===== src/rtl/router_output_arbiter_pkg.sv =====
// Shared constants and state encoding for the router output-port arbiter.
package router_output_arbiter_pkg;

    // Input port indices as seen by one output port
    localparam int LOCAL = 0;
    localparam int NORTH = 1;
    localparam int SOUTH = 2;
    localparam int EAST  = 3;
    localparam int WEST  = 4;

    localparam int NUM_PORTS = 5;
    localparam int DATA_W    = 4;

    // Flit counter width; packets are at most 15 flits long
    localparam int CNT_W = 4;

    typedef enum logic {
        ST_IDLE = 1'b0,
        ST_XFER = 1'b1
    } state_e;

endpackage


===== src/rtl/router_output_arbiter_rr_priority_picker.sv =====
// Round-robin priority picker: returns the first requester found searching
// upward from last_ptr+1, wrapping at NUM_PORTS. Purely combinational.
module rr_priority_picker #(
    parameter int NUM_PORTS = router_output_arbiter_pkg::NUM_PORTS,
    parameter int PTR_W     = (NUM_PORTS > 1) ? $clog2(NUM_PORTS) : 1
) (
    input  logic [NUM_PORTS-1:0] req,
    input  logic [PTR_W-1:0]     last_ptr,
    output logic [NUM_PORTS-1:0] gnt
);

    logic             found;
    logic [PTR_W-1:0] idx;
    int               sum;

    // Walk the ports in rotated order and keep only the first hit
    always_comb begin
        gnt   = '0;
        found = 1'b0;
        idx   = '0;
        sum   = 0;
        for (int i = 1; i <= NUM_PORTS; i++) begin
            sum = int'(last_ptr) + i;
            if (sum >= NUM_PORTS) begin
                sum = sum - NUM_PORTS;
            end
            idx = PTR_W'(sum);
            if (!found && req[idx]) begin
                gnt[idx] = 1'b1;
                found    = 1'b1;
            end
        end
    end

endmodule


===== src/rtl/router_output_arbiter.sv =====
// Output-port arbiter: grants one input FIFO for a whole packet, streams its
// flits to the downstream FIFO with one cycle of write latency, and rotates
// priority between packets.
//
// state | meaning
// ------+------------------------------------------------------------
// IDLE  | no owner; pick a requester round-robin when any req is set
// XFER  | granted port owns the output until PKT_LEN flits have moved
module router_output_arbiter
    import router_output_arbiter_pkg::state_e,
           router_output_arbiter_pkg::ST_IDLE,
           router_output_arbiter_pkg::ST_XFER,
           router_output_arbiter_pkg::CNT_W;
#(
    parameter int NUM_PORTS = router_output_arbiter_pkg::NUM_PORTS,
    parameter int DATA_W    = router_output_arbiter_pkg::DATA_W,
    parameter int PKT_LEN   = 4
) (
    input  logic                        clk,
    input  logic                        reset,
    input  logic [NUM_PORTS-1:0]        req,
    input  logic [NUM_PORTS*DATA_W-1:0] flit_in,
    input  logic                        out_full,
    output logic [NUM_PORTS-1:0]        rd_en,
    output logic [NUM_PORTS-1:0]        grant,
    output logic [DATA_W-1:0]           data_out,
    output logic                        write_out,
    output logic                        busy
);

    localparam int PTR_W = (NUM_PORTS > 1) ? $clog2(NUM_PORTS) : 1;

    state_e                 state_q, state_d;
    logic [NUM_PORTS-1:0]   grant_q, grant_d;
    logic [CNT_W-1:0]       cnt_q, cnt_d;
    logic [PTR_W-1:0]       last_ptr_q, last_ptr_d;
    logic [DATA_W-1:0]      data_out_q, data_out_d;
    logic                   write_out_q, write_out_d;

    logic [NUM_PORTS-1:0]   pick;
    logic [PTR_W-1:0]       grant_idx;
    logic [DATA_W-1:0]      flit_g;
    logic                   xfer;
    logic                   last_flit;

    rr_priority_picker #(
        .NUM_PORTS (NUM_PORTS),
        .PTR_W     (PTR_W)
    ) u_picker (
        .req      (req),
        .last_ptr (last_ptr_q),
        .gnt      (pick)
    );

    // Index and head flit of the current owner
    always_comb begin
        grant_idx = '0;
        flit_g    = '0;
        for (int i = 0; i < NUM_PORTS; i++) begin
            if (grant_q[i]) begin
                grant_idx = PTR_W'(i);
                flit_g    = flit_in[i*DATA_W +: DATA_W];
            end
        end
    end

    // A flit moves only when the owner has one and downstream has room
    always_comb begin
        xfer      = (state_q == ST_XFER) && ((req & grant_q) != '0) && !out_full;
        last_flit = (cnt_q == CNT_W'(PKT_LEN - 1));
    end

    // State register
    always_ff @(posedge clk or negedge reset) begin
        if (!reset) begin
            state_q <= ST_IDLE;
        end else begin
            state_q <= state_d;
        end
    end

    // Next-state logic
    always_comb begin
        state_d = state_q;
        case (state_q)
            ST_IDLE: if (req != '0)         state_d = ST_XFER;
            ST_XFER: if (xfer && last_flit) state_d = ST_IDLE;
            default:                        state_d = ST_IDLE;
        endcase
    end

    // FSM outputs; rd_en is zero in reset because grant_q is forced to zero
    always_comb begin
        busy  = (state_q == ST_XFER);
        rd_en = xfer ? grant_q : '0;
    end

    // Grant, flit counter, priority pointer and downstream write path
    always_comb begin
        grant_d     = grant_q;
        cnt_d       = cnt_q;
        last_ptr_d  = last_ptr_q;
        data_out_d  = data_out_q;
        write_out_d = 1'b0;
        case (state_q)
            ST_IDLE: begin
                if (req != '0) begin
                    grant_d = pick;
                    cnt_d   = '0;
                end
            end
            ST_XFER: begin
                if (xfer) begin
                    write_out_d = 1'b1;
                    data_out_d  = flit_g;
                    cnt_d       = cnt_q + CNT_W'(1);
                    if (last_flit) begin
                        grant_d    = '0;
                        last_ptr_d = grant_idx;
                    end
                end
            end
            default: begin
                grant_d = '0;
            end
        endcase
    end

    // Datapath registers; pointer resets to the last port so port 0 wins first
    always_ff @(posedge clk or negedge reset) begin
        if (!reset) begin
            grant_q     <= '0;
            cnt_q       <= '0;
            last_ptr_q  <= PTR_W'(NUM_PORTS - 1);
            data_out_q  <= '0;
            write_out_q <= 1'b0;
        end else begin
            grant_q     <= grant_d;
            cnt_q       <= cnt_d;
            last_ptr_q  <= last_ptr_d;
            data_out_q  <= data_out_d;
            write_out_q <= write_out_d;
        end
    end

    assign grant     = grant_q;
    assign data_out  = data_out_q;
    assign write_out = write_out_q;

endmodule


===== config.mk =====
export PLATFORM = sky130hd
export DESIGN_NAME = router_output_arbiter
export DESIGN_NICKNAME = d
export VERILOG_FILES = /design/src/rtl/router_output_arbiter_pkg.sv /design/src/rtl/router_output_arbiter_rr_priority_picker.sv /design/src/rtl/router_output_arbiter.sv
export SDC_FILE = /design/constraint.sdc
export NUM_CORES = 1
export LEC_CHECK = 0
export CAP_MARGIN = 20
export CORE_MARGIN = 2
export CORE_UTILIZATION = 55
export CTS_CLUSTER_SIZE = 8
export DETAILED_ROUTE_END_ITERATION = 8
export DONT_BUFFER_PORTS = 1
export MAX_ROUTING_LAYER = met4
export PLACE_DENSITY = 0.83
export SYNTH_ARGS = -nofsm -noshare
export SYNTH_HDL_FRONTEND = slang
export SYNTH_SLANG_ARGS = --single-unit

===== constraint.sdc =====
create_clock -name clk -period 3.28 [get_ports clk]
set_clock_uncertainty 0.05 [all_clocks]
set_input_delay 0.492 -clock clk [delete_from_list [all_inputs] [get_ports clk]]
set_output_delay 0.492 -clock clk [all_outputs]
set_load 0.005 [all_outputs]

==> metrics <==
Final WS setup approximately 0.16 ns; total wire length 7.45 mm; Syn Area/Cell about 7.6 µm²; DR DRC count 0; Peak Freq 321 MHz; row cnt 23; Worst Path Required around 3.4 ns; Die ar. 4850 µm²; Root Driver clkbuf_8; depth of the CTS H-tree 1; global routing usage on met2 47.0%; Yosys top cell area share approximately 18%; Initial DRT Pass Iterations 5; Longest Clk Path Bufs 2; Slowest-stage cell, CP or4_1; crit path max fanout 9; ANT nets after route 0; status finished, final reports clean; vias in the first global route roughly 2500; antenna cells 0; die span in y roughly 70 µm; Slew headroom approximately half; # setup viols final 0; clk sink count 18; Post-synth ARST share between 90% and 100%; Seq/Total Area, Yosys roughly a fifth; syn nets roughly 350; Boundary Pins 44; Area growth, synth to finish 7.97%; element type at the critical path start flip-flop; post-route minimum period about 3.1 ns; kind of cell adding the most delay to the critical path simple AND/OR/NAND/NOR gates; global-route wire length before repair about 12 mm; Distinct cells, synth 67; GRT met1 Usage 44.3%; worst path bufs/invs 2; Cells after Synth approximately 310; Placer Congestion just over 1; hpwl dp 5.61 mm; LEAKAGE 0.00100 µW; CTS tree done; Worst path max stage delay about 0.52 ns; worst skew pair latency between 0.2 and 0.3 ns; top cells by count, synth nor2_1, nand2_1, a21oi_1; Hold WS roughly 0.020 ns; period utilization 95.0%; Design Area, Final around 2600 µm²; crit path kind flip-flop to flip-flop; GRT Residual Overflow 0; Area contributors post-synth dfrtp_1, ha_1, mux2_2; Vias ~2600; synth warn 0; power per cell area ~1300 nW/µm²; CP Cell Sequence clkinv_1, ha_2, nand2b_1, or4_1, and3_1, a311oi_4, buf_4, o31ai_1, a32oi_1, nand4_1; met3 GRT Util about 7.6%; worst hold path type primary input to async pin; final core occ between 60% and 70%; Die W roughly 70 µm; non-filler cells, final around 360; fin nets around 350; Final Hold Fails 0; kind of end point of the critical path flip-flop; Post-synth top flop dfrtp_1; flops & latches, synth 18; largest net degree at the start of global routing 31; Post-CTS Setup Inserts 0; Post-synth EDFFs 0; clk slew on worst S/H paths about 0.07 ns; Worst Tran Pin Value approximately 0.76 ns; fraction of layout cells with a size suffix above 1 between 15 and 20%; FILL cells 372; cell taking the most area after synthesis dfrtp_1; synthesized area ~2400 µm²; port bufs 0; count leader, synth nor2_1; pre-CTS WS between 0.15 and 0.2 ns; Vias/cell a little over 7; initial antenna violation count 0; Starting Density 58.0%; DP Area roughly 2500 µm²; busiest grt layer met2; Routed WL per cell 20.6 µm; GRT Overall Usage 31.9%; Critical Path AT 3.19 ns; placed insts between 300 and 400; CTS Buf Count 3; Core ar. 4090 µm²; Worst VDD drop slightly below 0.0006 V; max-slew violation count 0; Max Cap Viol 0; Starting DRT DRC Count 346
[flip-flops by register name, summed over array words and instances, names as in the netlist]
register	flops
data_out	4
write_out	1
cnt_q	4
last_ptr_q	3
grant	5
busy	1
[per-layer routing]
layer	part of all wire, %	wire [µm]	vias up
met5	0	0	-
met4	1.6	121	0
met3	12	897	18
met2	46	3430	175
met1	40	3000	1202
li1	-	-	1175
[timing repair]
action                                  in CTS  in global routing
hold endpoints to repair                    17                  0
resized for setup                            0                  6
endpoints found under the setup margin       0                  5
hold buffers                                 1                  0
[power breakdown]
part / switching (µW) / leakage, µW / internal [µW]
logic: 1610 / 0.000742 / 1050
clock network: 76.5 / 0.0000288 / 107
registers: 127 / 0.000229 / 307
total: 1810 / 0.00100 / 1460
[logic make-up after synthesis]
group / count (synthesis) / synth area share (%)
flip-flops: 18 / 19.1
XOR/XNOR: 5 / 1.85
buffers and inverters: 37 / 6.86
AO/OA/AOI/OAI: 94 / 29.8
AND/OR/NAND/NOR: 132 / 29.0
adder cells (fa/ha/maj): 12 / 6.65
multiplexers: 15 / 6.86
[placed cells by master (no fill, tap or decap), drive strengths merged, types with 3 or more instances in the layout]
cell / synthesis / final
ha: 11 / 11
nor2b: 7 / 7
or2: 5 / 5
xor2: 3 / 3
a31oi: 3 / 3
inv: 11 / 11
mux2: 10 / 10
mux2i: 5 / 5
buf: 8 / 19
a221oi: 4 / 4
a211oi: 3 / 3
and2: 11 / 11
a21oi: 20 / 20
dfrtp: 17 / 17
nand2b: 8 / 8
o21ai: 17 / 17
nor2: 28 / 28
or3: 5 / 5
o311ai: 4 / 4
o211ai: 4 / 4
nand2: 25 / 25
nand3: 12 / 12
or4: 3 / 3
nor4: 6 / 6
a311oi: 3 / 3
nand4: 9 / 9
nor3: 8 / 8
clkbuf: 17 / 4
o31ai: 5 / 5
a22oi: 4 / 4
[final cells by class]
cell class | count | area, µm² | share of cell area, %
Multi-Input combinational cell | 258 | 1790 | 70.0
Sequential cell | 18 | 452 | 17.6
Timing Repair Buffer | 20 | 153 | 5.96
Tap cell | 50 | 62.6 | 2.44
Clock buffer | 4 | 55.1 | 2.15
Inverter | 12 | 45.0 | 1.76
[final timing paths]
kind,startpoint,end,slack [ns],cells past startpoint
worst max-delay path,last_ptr_q[0],grant[2],0.16,10
min in group clk,req[2],grant[2],0.42,2
worst min-delay path,reset,last_ptr_q[2],0.02,0
worst min register to register,data_out[3],data_out[3],0.49,1
max in group asynchronous,reset,grant[2],2.00,1
worst max register to register,last_ptr_q[0],grant[2],0.16,10
[through the flow]
stage	total power [µW]	TNS (ns)
3_3_place_gp	2860	0
4_1_cts	3100	0
5_1_grt	3530	-0.00645
2_1_floorplan	2260	0
6_report	3270	0
3_5_place_dp	2900	0
Power figures use the tool's default switching activity.
